<file path="src/rtl/rx_link_ctrl_pkg.sv">
// Shared encodings and widths for the 8b/10b receive-link bring-up controller.
package rx_link_ctrl_pkg;

    localparam int TIMER_W = 16;
    localparam int CNT_W   = 8;

    typedef enum logic [2:0] {
        ST_IDLE      = 3'd0,
        ST_RESET_RX  = 3'd1,
        ST_WAIT_SYNC = 3'd2,
        ST_CHECK     = 3'd3,
        ST_RUN       = 3'd4,
        ST_BACKOFF   = 3'd5,
        ST_FAIL      = 3'd6,
        ST_UNUSED    = 3'd7
    } link_state_t;

    function automatic logic [CNT_W-1:0] sat_inc(input logic [CNT_W-1:0] v);
        return (v == '1) ? v : v + 1'b1;
    endfunction

endpackage

</file>
<file path="src/rtl/rx_link_ctrl_err_window.sv">
// Windowed decoder-error counter; reports window end and threshold hit including the current error.
module rx_err_window
    import rx_link_ctrl_pkg::*;
#(
    parameter int ERR_THR = 4
) (
    input  logic               WCLK,
    input  logic               RESET,
    input  logic               clr,
    input  logic               count_en,
    input  logic               roll_en,
    input  logic               err,
    input  logic [TIMER_W-1:0] timer,
    input  logic [TIMER_W-1:0] last_idx,
    output logic               win_end,
    output logic               thr_hit
);

    logic [CNT_W-1:0] win_cnt;
    logic [CNT_W:0]   sum;

    assign sum     = {1'b0, win_cnt} + {{CNT_W{1'b0}}, err};
    assign win_end = (timer == last_idx);
    assign thr_hit = count_en && (sum >= (CNT_W+1)'(ERR_THR));

    // The window count clears after the last cycle has been evaluated.
    always_ff @(posedge WCLK) begin
        if (RESET || clr || (roll_en && win_end)) begin
            win_cnt <= '0;
        end else if (count_en && err && (win_cnt != '1)) begin
            win_cnt <= win_cnt + 1'b1;
        end
    end

endmodule

</file>
<file path="src/rtl/rx_link_ctrl.sv">
// Receive-link bring-up and supervision: reset pulse, lock wait, qualification, run, backoff and retry.
module rx_link_ctrl
    import rx_link_ctrl_pkg::*;
#(
    parameter int RST_LEN      = 16,
    parameter int SYNC_TIMEOUT = 4096,
    parameter int CHECK_LEN    = 1024,
    parameter int WIN_LEN      = 1024,
    parameter int ERR_THR      = 4,
    parameter int BACKOFF_LEN  = 256,
    parameter int MAX_RETRY    = 8
) (
    input  logic             WCLK,
    input  logic             RESET,
    input  logic             enable_req,
    input  logic             err_reset,
    input  logic             rec_sync_ready,
    input  logic             decoder_err,
    output logic             rx_reset,
    output logic             enable_rx,
    output logic             link_up,
    output logic             fail,
    output logic [2:0]       state,
    output logic [CNT_W-1:0] retry_cnt,
    output logic [CNT_W-1:0] link_err_cnt
);

    localparam logic [TIMER_W-1:0] RST_LAST     = TIMER_W'(RST_LEN - 1);
    localparam logic [TIMER_W-1:0] SYNC_LAST    = TIMER_W'(SYNC_TIMEOUT - 1);
    localparam logic [TIMER_W-1:0] CHECK_LAST   = TIMER_W'(CHECK_LEN - 1);
    localparam logic [TIMER_W-1:0] WIN_LAST     = TIMER_W'(WIN_LEN - 1);
    localparam logic [TIMER_W-1:0] BACKOFF_LAST = TIMER_W'(BACKOFF_LEN - 1);
    localparam logic [CNT_W-1:0]   RETRY_LIM    = CNT_W'(MAX_RETRY);

    link_state_t        state_q;
    link_state_t        state_nxt;
    logic [TIMER_W-1:0] timer_q;
    logic [CNT_W-1:0]   retry_q;
    logic [CNT_W-1:0]   lerr_q;
    logic               err_q;
    logic               state_chg;
    logic               in_run;
    logic               counting;
    logic               win_end;
    logic               thr_hit;

    assign err_q     = decoder_err & rec_sync_ready;
    assign state_chg = (state_nxt != state_q);
    assign in_run    = (state_q == ST_RUN);
    assign counting  = (state_q == ST_CHECK) || in_run;

    rx_err_window #(
        .ERR_THR (ERR_THR)
    ) u_err_window (
        .WCLK     (WCLK),
        .RESET    (RESET),
        .clr      (state_chg),
        .count_en (counting),
        .roll_en  (in_run),
        .err      (err_q),
        .timer    (timer_q),
        .last_idx (in_run ? WIN_LAST : CHECK_LAST),
        .win_end  (win_end),
        .thr_hit  (thr_hit)
    );

    always_ff @(posedge WCLK) begin
        if (RESET) begin
            state_q <= ST_IDLE;
        end else begin
            state_q <= state_nxt;
        end
    end

    always_comb begin
        state_nxt = state_q;
        case (state_q)
            ST_IDLE: begin
                if (enable_req) state_nxt = ST_RESET_RX;
            end
            ST_RESET_RX: begin
                if (timer_q == RST_LAST) state_nxt = ST_WAIT_SYNC;
            end
            ST_WAIT_SYNC: begin
                if (rec_sync_ready)              state_nxt = ST_CHECK;
                else if (timer_q == SYNC_LAST)   state_nxt = ST_BACKOFF;
            end
            ST_CHECK: begin
                if (!rec_sync_ready || thr_hit)  state_nxt = ST_BACKOFF;
                else if (win_end)                state_nxt = ST_RUN;
            end
            ST_RUN: begin
                if (!rec_sync_ready || thr_hit)  state_nxt = ST_BACKOFF;
            end
            ST_BACKOFF: begin
                // retry_q already holds the count incremented on entry
                if ((MAX_RETRY != 0) && (retry_q >= RETRY_LIM)) state_nxt = ST_FAIL;
                else if (timer_q == BACKOFF_LAST)               state_nxt = ST_RESET_RX;
            end
            ST_FAIL: begin
                state_nxt = ST_FAIL;
            end
            default: begin
                state_nxt = ST_IDLE;
            end
        endcase
        if (!enable_req) state_nxt = ST_IDLE;
    end

    // Shared timer restarts on every state entry and at each RUN window boundary.
    always_ff @(posedge WCLK) begin
        if (RESET) begin
            timer_q <= '0;
        end else if (state_chg || (in_run && win_end)) begin
            timer_q <= '0;
        end else begin
            timer_q <= timer_q + 1'b1;
        end
    end

    always_ff @(posedge WCLK) begin
        if (RESET) begin
            retry_q <= '0;
        end else if (state_chg) begin
            if ((state_q == ST_IDLE) || (state_nxt == ST_RUN)) begin
                retry_q <= '0;
            end else if (state_nxt == ST_BACKOFF) begin
                retry_q <= sat_inc(retry_q);
            end
        end
    end

    always_ff @(posedge WCLK) begin
        if (RESET) begin
            lerr_q <= '0;
        end else if (err_reset) begin
            lerr_q <= '0;
        end else if (err_q && counting) begin
            lerr_q <= sat_inc(lerr_q);
        end
    end

    always_ff @(posedge WCLK) begin
        if (RESET) begin
            rx_reset  <= 1'b0;
            enable_rx <= 1'b0;
            link_up   <= 1'b0;
            fail      <= 1'b0;
        end else begin
            rx_reset  <= (state_q == ST_RESET_RX);
            enable_rx <= in_run;
            link_up   <= in_run;
            fail      <= (state_q == ST_FAIL);
        end
    end

    assign state        = state_q;
    assign retry_cnt    = retry_q;
    assign link_err_cnt = lerr_q;

endmodule

</file>
<file path="config.mk">
export PLATFORM = sky130hd
export DESIGN_NAME = rx_link_ctrl
export DESIGN_NICKNAME = d
export VERILOG_FILES = /design/src/rtl/rx_link_ctrl_pkg.sv /design/src/rtl/rx_link_ctrl_err_window.sv /design/src/rtl/rx_link_ctrl.sv
export SDC_FILE = /design/constraint.sdc
export NUM_CORES = 1
export LEC_CHECK = 0
export BUFFER_PORTS_ARGS = -buffer_cell sky130_fd_sc_hd__buf_2
export CORE_UTILIZATION = 46
export DETAILED_ROUTE_END_ITERATION = 10
export HOLD_SLACK_MARGIN = 0.08
export PLACE_DENSITY = 0.65
export SLEW_MARGIN = 20
export SYNTH_ARGS = -nofsm -noshare
export SYNTH_HDL_FRONTEND = slang
export SYNTH_SLANG_ARGS = --single-unit
</file>
<file path="constraint.sdc">
create_clock -name WCLK -period 4.1 [get_ports WCLK]
set_clock_uncertainty 0.05 [all_clocks]
set_input_delay 0.615 -clock WCLK [delete_from_list [all_inputs] [get_ports WCLK]]
set_output_delay 0.615 -clock WCLK [all_outputs]
set_load 0.02 [all_outputs]
</file>
**After elaboration in Yosys (flattened, before gate mapping)**

Cells that the tools add are included.

- Flip-flop bits (word level): 46
- Bits of input ports: 6
- Output and inout bits: 23
- Logic and storage cells: 64

- $add $sub $neg: 5
- Order comparisons: 2
- Equal/unequal tests: 17
- Muxes and demuxes: 13
- Bitwise operators: 2
- Reduce and logical (&&, ||, !) cells: 17

Operators with widths:

| kind | number |
|---|---|
| $mux W3 | 9 |
| $add A8 B1 Y8 const B | 3 |
| $mux W8 | 3 |
| $pmux W3 S7 | 1 |
| $add A16 B1 Y16 const B | 1 |
| $eq A16 B10 Y1 const B | 1 |
| $eq A16 B12 Y1 const B | 1 |
| $eq A16 B4 Y1 const B | 1 |
| $eq A16 B8 Y1 const B | 1 |
| $eq A8 B8 Y1 const B | 2 |
| $eq A3 B3 Y1 const B | 5 |
| $add A8 B1 Y9 | 1 |
| $ge A9 B3 Y1 const B | 1 |
| $ge A8 B4 Y1 const B | 1 |
| $ne A8 B8 Y1 const B | 1 |
| $eq A3 B2 Y1 const B | 2 |
| $logic_or A1 B1 Y1 | 6 |
| $logic_and A1 B1 Y1 | 4 |
| $reduce_or A2 Y1 | 2 |
| $eq A3 B1 Y1 const B | 1 |
| $logic_not A3 Y1 | 1 |
| $ne A3 B3 Y1 | 1 |
| $reduce_and A3 Y1 | 1 |
| $ne A2 B2 Y1 const B | 1 |
| other kinds (5) | 5 |

**Depth between registers and ports, before layout**

- Depth after elaboration: 12
- Depth in mapped cells: 13
- Gate-level depth less buffers: 11

**Cells and area by module**

Synthesis repeated with hierarchy kept, for this count alone.

- Cell total of the unflattened synthesis: 328
- Area total of the unflattened synthesis: 2,782.7 um^2

Modules (own cells, without submodules):

| module | instances | cells each | area each (um^2) | sequential area each (um^2) |
|---|---|---|---|---|
| rx_link_ctrl | 1 | 241 | 2,019.4 | 760.7 |
| rx_err_window | 1 | 87 | 763.2 | 160.2 |

**Least setup slack after synthesis**

Ideal clock, no wire load.

- Path type: input port to flip-flop
- Start point: input decoder_err
- End point: register retry_q[1] (netlist: retry_cnt[1])
- Library setup time: 0.127 ns
- Data arrival time: 2.860 ns
- Data required time: 3.923 ns
- Slack: 1.064 ns
- Cell stages on the path: 13
- Buffers on the path: 2
- Path through: and2_1 > ha_1 > ha_1 > or4_1 > o21ai_0 > a32o_1 > nand2_1 > o311ai_0 > nor4bb_2 > buf_6 > or2_1 > buf_6 > o32ai_1

- Word-level cells in the longest chain between the ends: 12
- Elaborated cells between the ends (all ways): 17
- Those cells by class: 1 x add/sub; 1 x order compare; 4 x eq/ne; 5 x mux; 1 x bitwise; 5 x reduce/logical

RTL lines:

| item | RTL line | text |
|---|---|---|
| from (decl) | rx_link_ctrl.sv:18 | `input logic decoder_err,` |
| $and A1 B1 Y1 (*) | rx_link_ctrl.sv:47 | `assign err_q = decoder_err & rec_sync_ready;` |
| $add A8 B1 Y9 (*) | rx_link_ctrl_err_window.sv:22 | `assign sum = {1'b0, win_cnt} + {{CNT_W{1'b0}}, err};` |
| $ge A9 B3 Y1 (*) | rx_link_ctrl_err_window.sv:24 | `assign thr_hit = count_en && (sum >= (CNT_W+1)'(ERR_THR));` |
| $logic_and A1 B1 Y1 (*) | rx_link_ctrl_err_window.sv:24 |  |
| $logic_or A1 B1 Y1 (*) | rx_link_ctrl.sv:89, rx_link_ctrl.sv:93 |  |
| $mux W3, on equally long branches | rx_link_ctrl.sv:93, rx_link_ctrl.sv:89 |  |
| $pmux W3 S7 (*) | rx_link_ctrl.sv:77 | `case (state_q)` |
| $mux W3 (*) | rx_link_ctrl.sv:107 | `if (!enable_req) state_nxt = ST_IDLE;` |
| $eq A3 B3 Y1 | rx_link_ctrl.sv:125 | `if ((state_q == ST_IDLE) \|\| (state_nxt == ST_RUN)) begin` |
| $logic_or A1 B1 Y1 | rx_link_ctrl.sv:125 |  |
| $ne A2 B2 Y1 (no line) / $reduce_bool A2 Y1 (equally long branches) | n/a |  |
| $reduce_and A3 Y1 (no line) | n/a |  |
| to (signal assigned) | rx_link_ctrl.sv:128 | `retry_q <= sat_inc(retry_q);` |
| to (decl) | rx_link_ctrl.sv:38 | `logic [CNT_W-1:0] retry_q;` |

Mark *: on every way between the ends. The rest lies on a longest branch, timed or not.
A chain may end at the register's enable or synchronous reset.

**Worst setup path after layout**

- Start point: input rec_sync_ready
- End point: register retry_q[1] (netlist: retry_cnt[1])

- Word-level cells in the longest chain between the ends: 12
- Elaborated cells between the ends (all ways): 19
- Those cells by class: 1 x add/sub; 1 x order compare; 4 x eq/ne; 6 x mux; 1 x bitwise; 6 x reduce/logical

RTL lines:

| item | RTL line | text |
|---|---|---|
| from (decl) | rx_link_ctrl.sv:17 | `input logic rec_sync_ready,` |
| $and A1 B1 Y1 | rx_link_ctrl.sv:47 |  |
| $add A8 B1 Y9 | rx_link_ctrl_err_window.sv:22 |  |
| $ge A9 B3 Y1 | rx_link_ctrl_err_window.sv:24 |  |
| $logic_and A1 B1 Y1 | rx_link_ctrl_err_window.sv:24 |  |
| $logic_or A1 B1 Y1 | rx_link_ctrl.sv:89, rx_link_ctrl.sv:93 |  |
| $mux W3, on equally long branches | rx_link_ctrl.sv:93, rx_link_ctrl.sv:89 |  |
| $pmux W3 S7 (*) | rx_link_ctrl.sv:77 |  |
| $mux W3 (*) | rx_link_ctrl.sv:107 |  |
| $eq A3 B3 Y1 | rx_link_ctrl.sv:125 |  |
| $logic_or A1 B1 Y1 | rx_link_ctrl.sv:125 |  |
| $ne A2 B2 Y1 (no line) / $reduce_bool A2 Y1 (equally long branches) | n/a |  |
| $reduce_and A3 Y1 (no line) | n/a |  |

Marked as above.

==> flow_summary.yaml <==
synth:
  synth.distinct_cells: 60
  synthTopCellsByCount: "47 x nor2_1, 46 x dfxtp_1, 25 x nand2_1, 17 x nand3_1, 16 x xor2_1"
  synth_edf_count: 0
  netlist.area_leader.share_pct: 35.8
  synth_area_um2: 2570
  ys_seq_elements: 46
  synth.largest_area_cell: "dfxtp_1"
  netlist_instances: 304
  async_flop_share_pct: 0
  yosysSeqAreaShare_pct: 35.8
  synth_ff_type: "dfxtp_1"
  yosysMostFrequentCell: "nor2_1"
  synth_area_leaders: "dfxtp_1 36%, nor2_1 6.9%, xor2_1 5.5%"
  yosys_warnings: 0
  syn_nets: 317
  syn_area_per_cell_um2: 8.46
place:
  dp_slack_ns: 0.542
  io_buffers: 28
  dp_cells: 389
  dp_hpwl_um: 3800
  routabilityCongestion: 0.820
timing:
  setup_ws_ns: 0.882
  clock.fmax_mhz: 311
  tightest_slew_ns: 0.561
  slew_headroom_pct: 62.4
  setup_violations: 0
  timing.setup.tns_ns: 0
  finalCriticalPeriod_ns: 3.22
  slew_viol_final: 0
  hold_violations: 0
  rsz0062_at_grt: "false"
  fin_crit_sh_pct: 78.5
  hold_slack_ns: 0.428
clock_tree:
  clkLatencyLatePin_ns: 0.30
  cts_setup_buffers: 0
  clock_sinks: 46
  cts-resized-gates: 0
  cts_tree: "done"
  numCtsBuffers: 5
  cts.htree.levels: 2
  root_buffer: "clkbuf_8"
  clockBufferDepth: 2
  hold_buffers: 0
  path_clk_slew_ns: 0.09
worst_hold_path:
  min_path_cells: 1
  min_path_type: "flop to flop"
status:
  outcome: "complete, no violations"
layout:
  nNetsFinal: 339
  drive_gt1_share_pct: 17.4
  finalNonFillerCells: 397
  antenna_cells: 0
  syn2layout_area_growth_pct: 9.59
floorplan:
  initial_core_util_pct: 49.1
  ios: 29
  die_w_um: 76.8
  rows: 26
  die_y_um: 76.8
  core_area_um2: 5240
  dieArea_um2: 5890
routing:
  routed_wl_um: 5340
  ant_nets: 0
  wl_per_cell_um: 13.4
  viasPerCell: 5.46
  num_vias: 2166
  drtIter0Drc: 129
  drt_first_pass_iters: 4
  drc_errors: 0
setup_path:
  cp_max_fo: 8
  critPathLaunchType: "input port"
  crit_required_ns: 4.22
  critPathArrivalTime_ns: 3.34
  critPathKind: "input port to flop"
  ff2ff_path_depth: 9
  endpoint_kind: "flop"
power:
  p_leak_nw: 1.07
  total_power_uw: 781
  p_per_area_nw_per_um2: 277
  vdd_drop_max_mv: 0.194
global_routing:
  grt_max_degree: 24
  grt_use_total_pct: 19.5
  grt_pass1_vias: 2024
  grt_overflow: 0
  grt_pass1_wl_um: 9330
  antenna_found_initial: 0
run:
  cap_violations: 0
worst max-delay path, stage by stage:
cell,delay [ns]
buf_2,0.12
and2_1,0.15
ha_1,0.24
ha_1,0.21
or4_1,0.40
o21ai_0,0.09
a32o_1,0.20
nand2_1,0.08
o311ai_0,0.31
nor4bb_2,0.39
or2_1,0.39
o32ai_1,0.15
through the flow:
step / cell area [um^2] / utilization (%)
after floorplan: 2570 / -
after global placement: 2720 / 52.0
after detailed placement: 2720 / 52.0
after CTS: 2820 / 53.8
after global routing: 2820 / 53.8
final: 2820 / 53.8
cell type report:
type	count	area [um^2]
clock buffers	6	82.6
clock inverters	2	12.5
fillers	518	2420
inverters	10	37.5
multi-input cells	233	1520
flip-flops and latches	46	921
well taps	70	87.6
repair buffers	30	155
sequential cells by signal, indices dropped and copies added, names as in the netlist:
register / count
link_err_cnt: 8
link_up: 1
state: 3
u_err_window.win_cnt: 8
timer_q: 16
rx_reset: 1
fail: 1
retry_cnt: 8
per-layer routing:
| layer | routed length, um | share of wire (%) | vias up | GRT usage (%) |
|---|---|---|---|---|
| li1 | - | - | 1123 | - |
| met1 | 2690 | 50 | 998 | 26.6 |
| met2 | 2390 | 45 | 41 | 30.2 |
| met3 | 210 | 3.9 | 4 | 4.29 |
| met4 | 49 | 0.92 | 0 | 6.35 |
| met5 | 0 | 0 | - | 0 |
cell usage in the layout (no fill, tap or decap), types with 5 or more instances in the layout:
master	count
nand3_1	17
buf_2	28
nor2_1	47
xnor2_1	11
dfxtp_1	46
nand2_1	25
o21ai_1	6
nor3_1	8
inv_1	10
clkbuf_8	6
xor2_1	16
o21ai_0	5
ha_1	7
o311ai_0	7
a21oi_1	5
nand4_1	9
and3_1	10
path summary, 6_finish.rpt:
| check | slack (ns) | end | from |
|---|---|---|---|
| worst max register to register | 1.05 | retry_cnt[1] | timer_q[0] |
| worst max-delay path | 0.88 | retry_cnt[1] | rec_sync_ready |
| worst min-delay path | 0.43 | timer_q[0] | timer_q[0] |
| worst min register to register | 0.43 | timer_q[0] | timer_q[0] |
kinds of logic (layout without fill, tap and decap cells):
kind of cell	Yosys count	after routing	synth area share, %
fa+ha+maj	7	7	3.41
xor+xnor	27	27	9.20
compound gates	47	47	15.0
simple gates	150	150	30.8
mux	2	2	0.779
buf+inv	25	48	5.01
flops	46	46	35.8
power by group:
part           switching [mW]  internal, mW
Sequential            0.00392         0.449
Clock                   0.156         0.136
Combinational          0.0243        0.0123
Note: power is estimated with default switching activity, not from simulation.
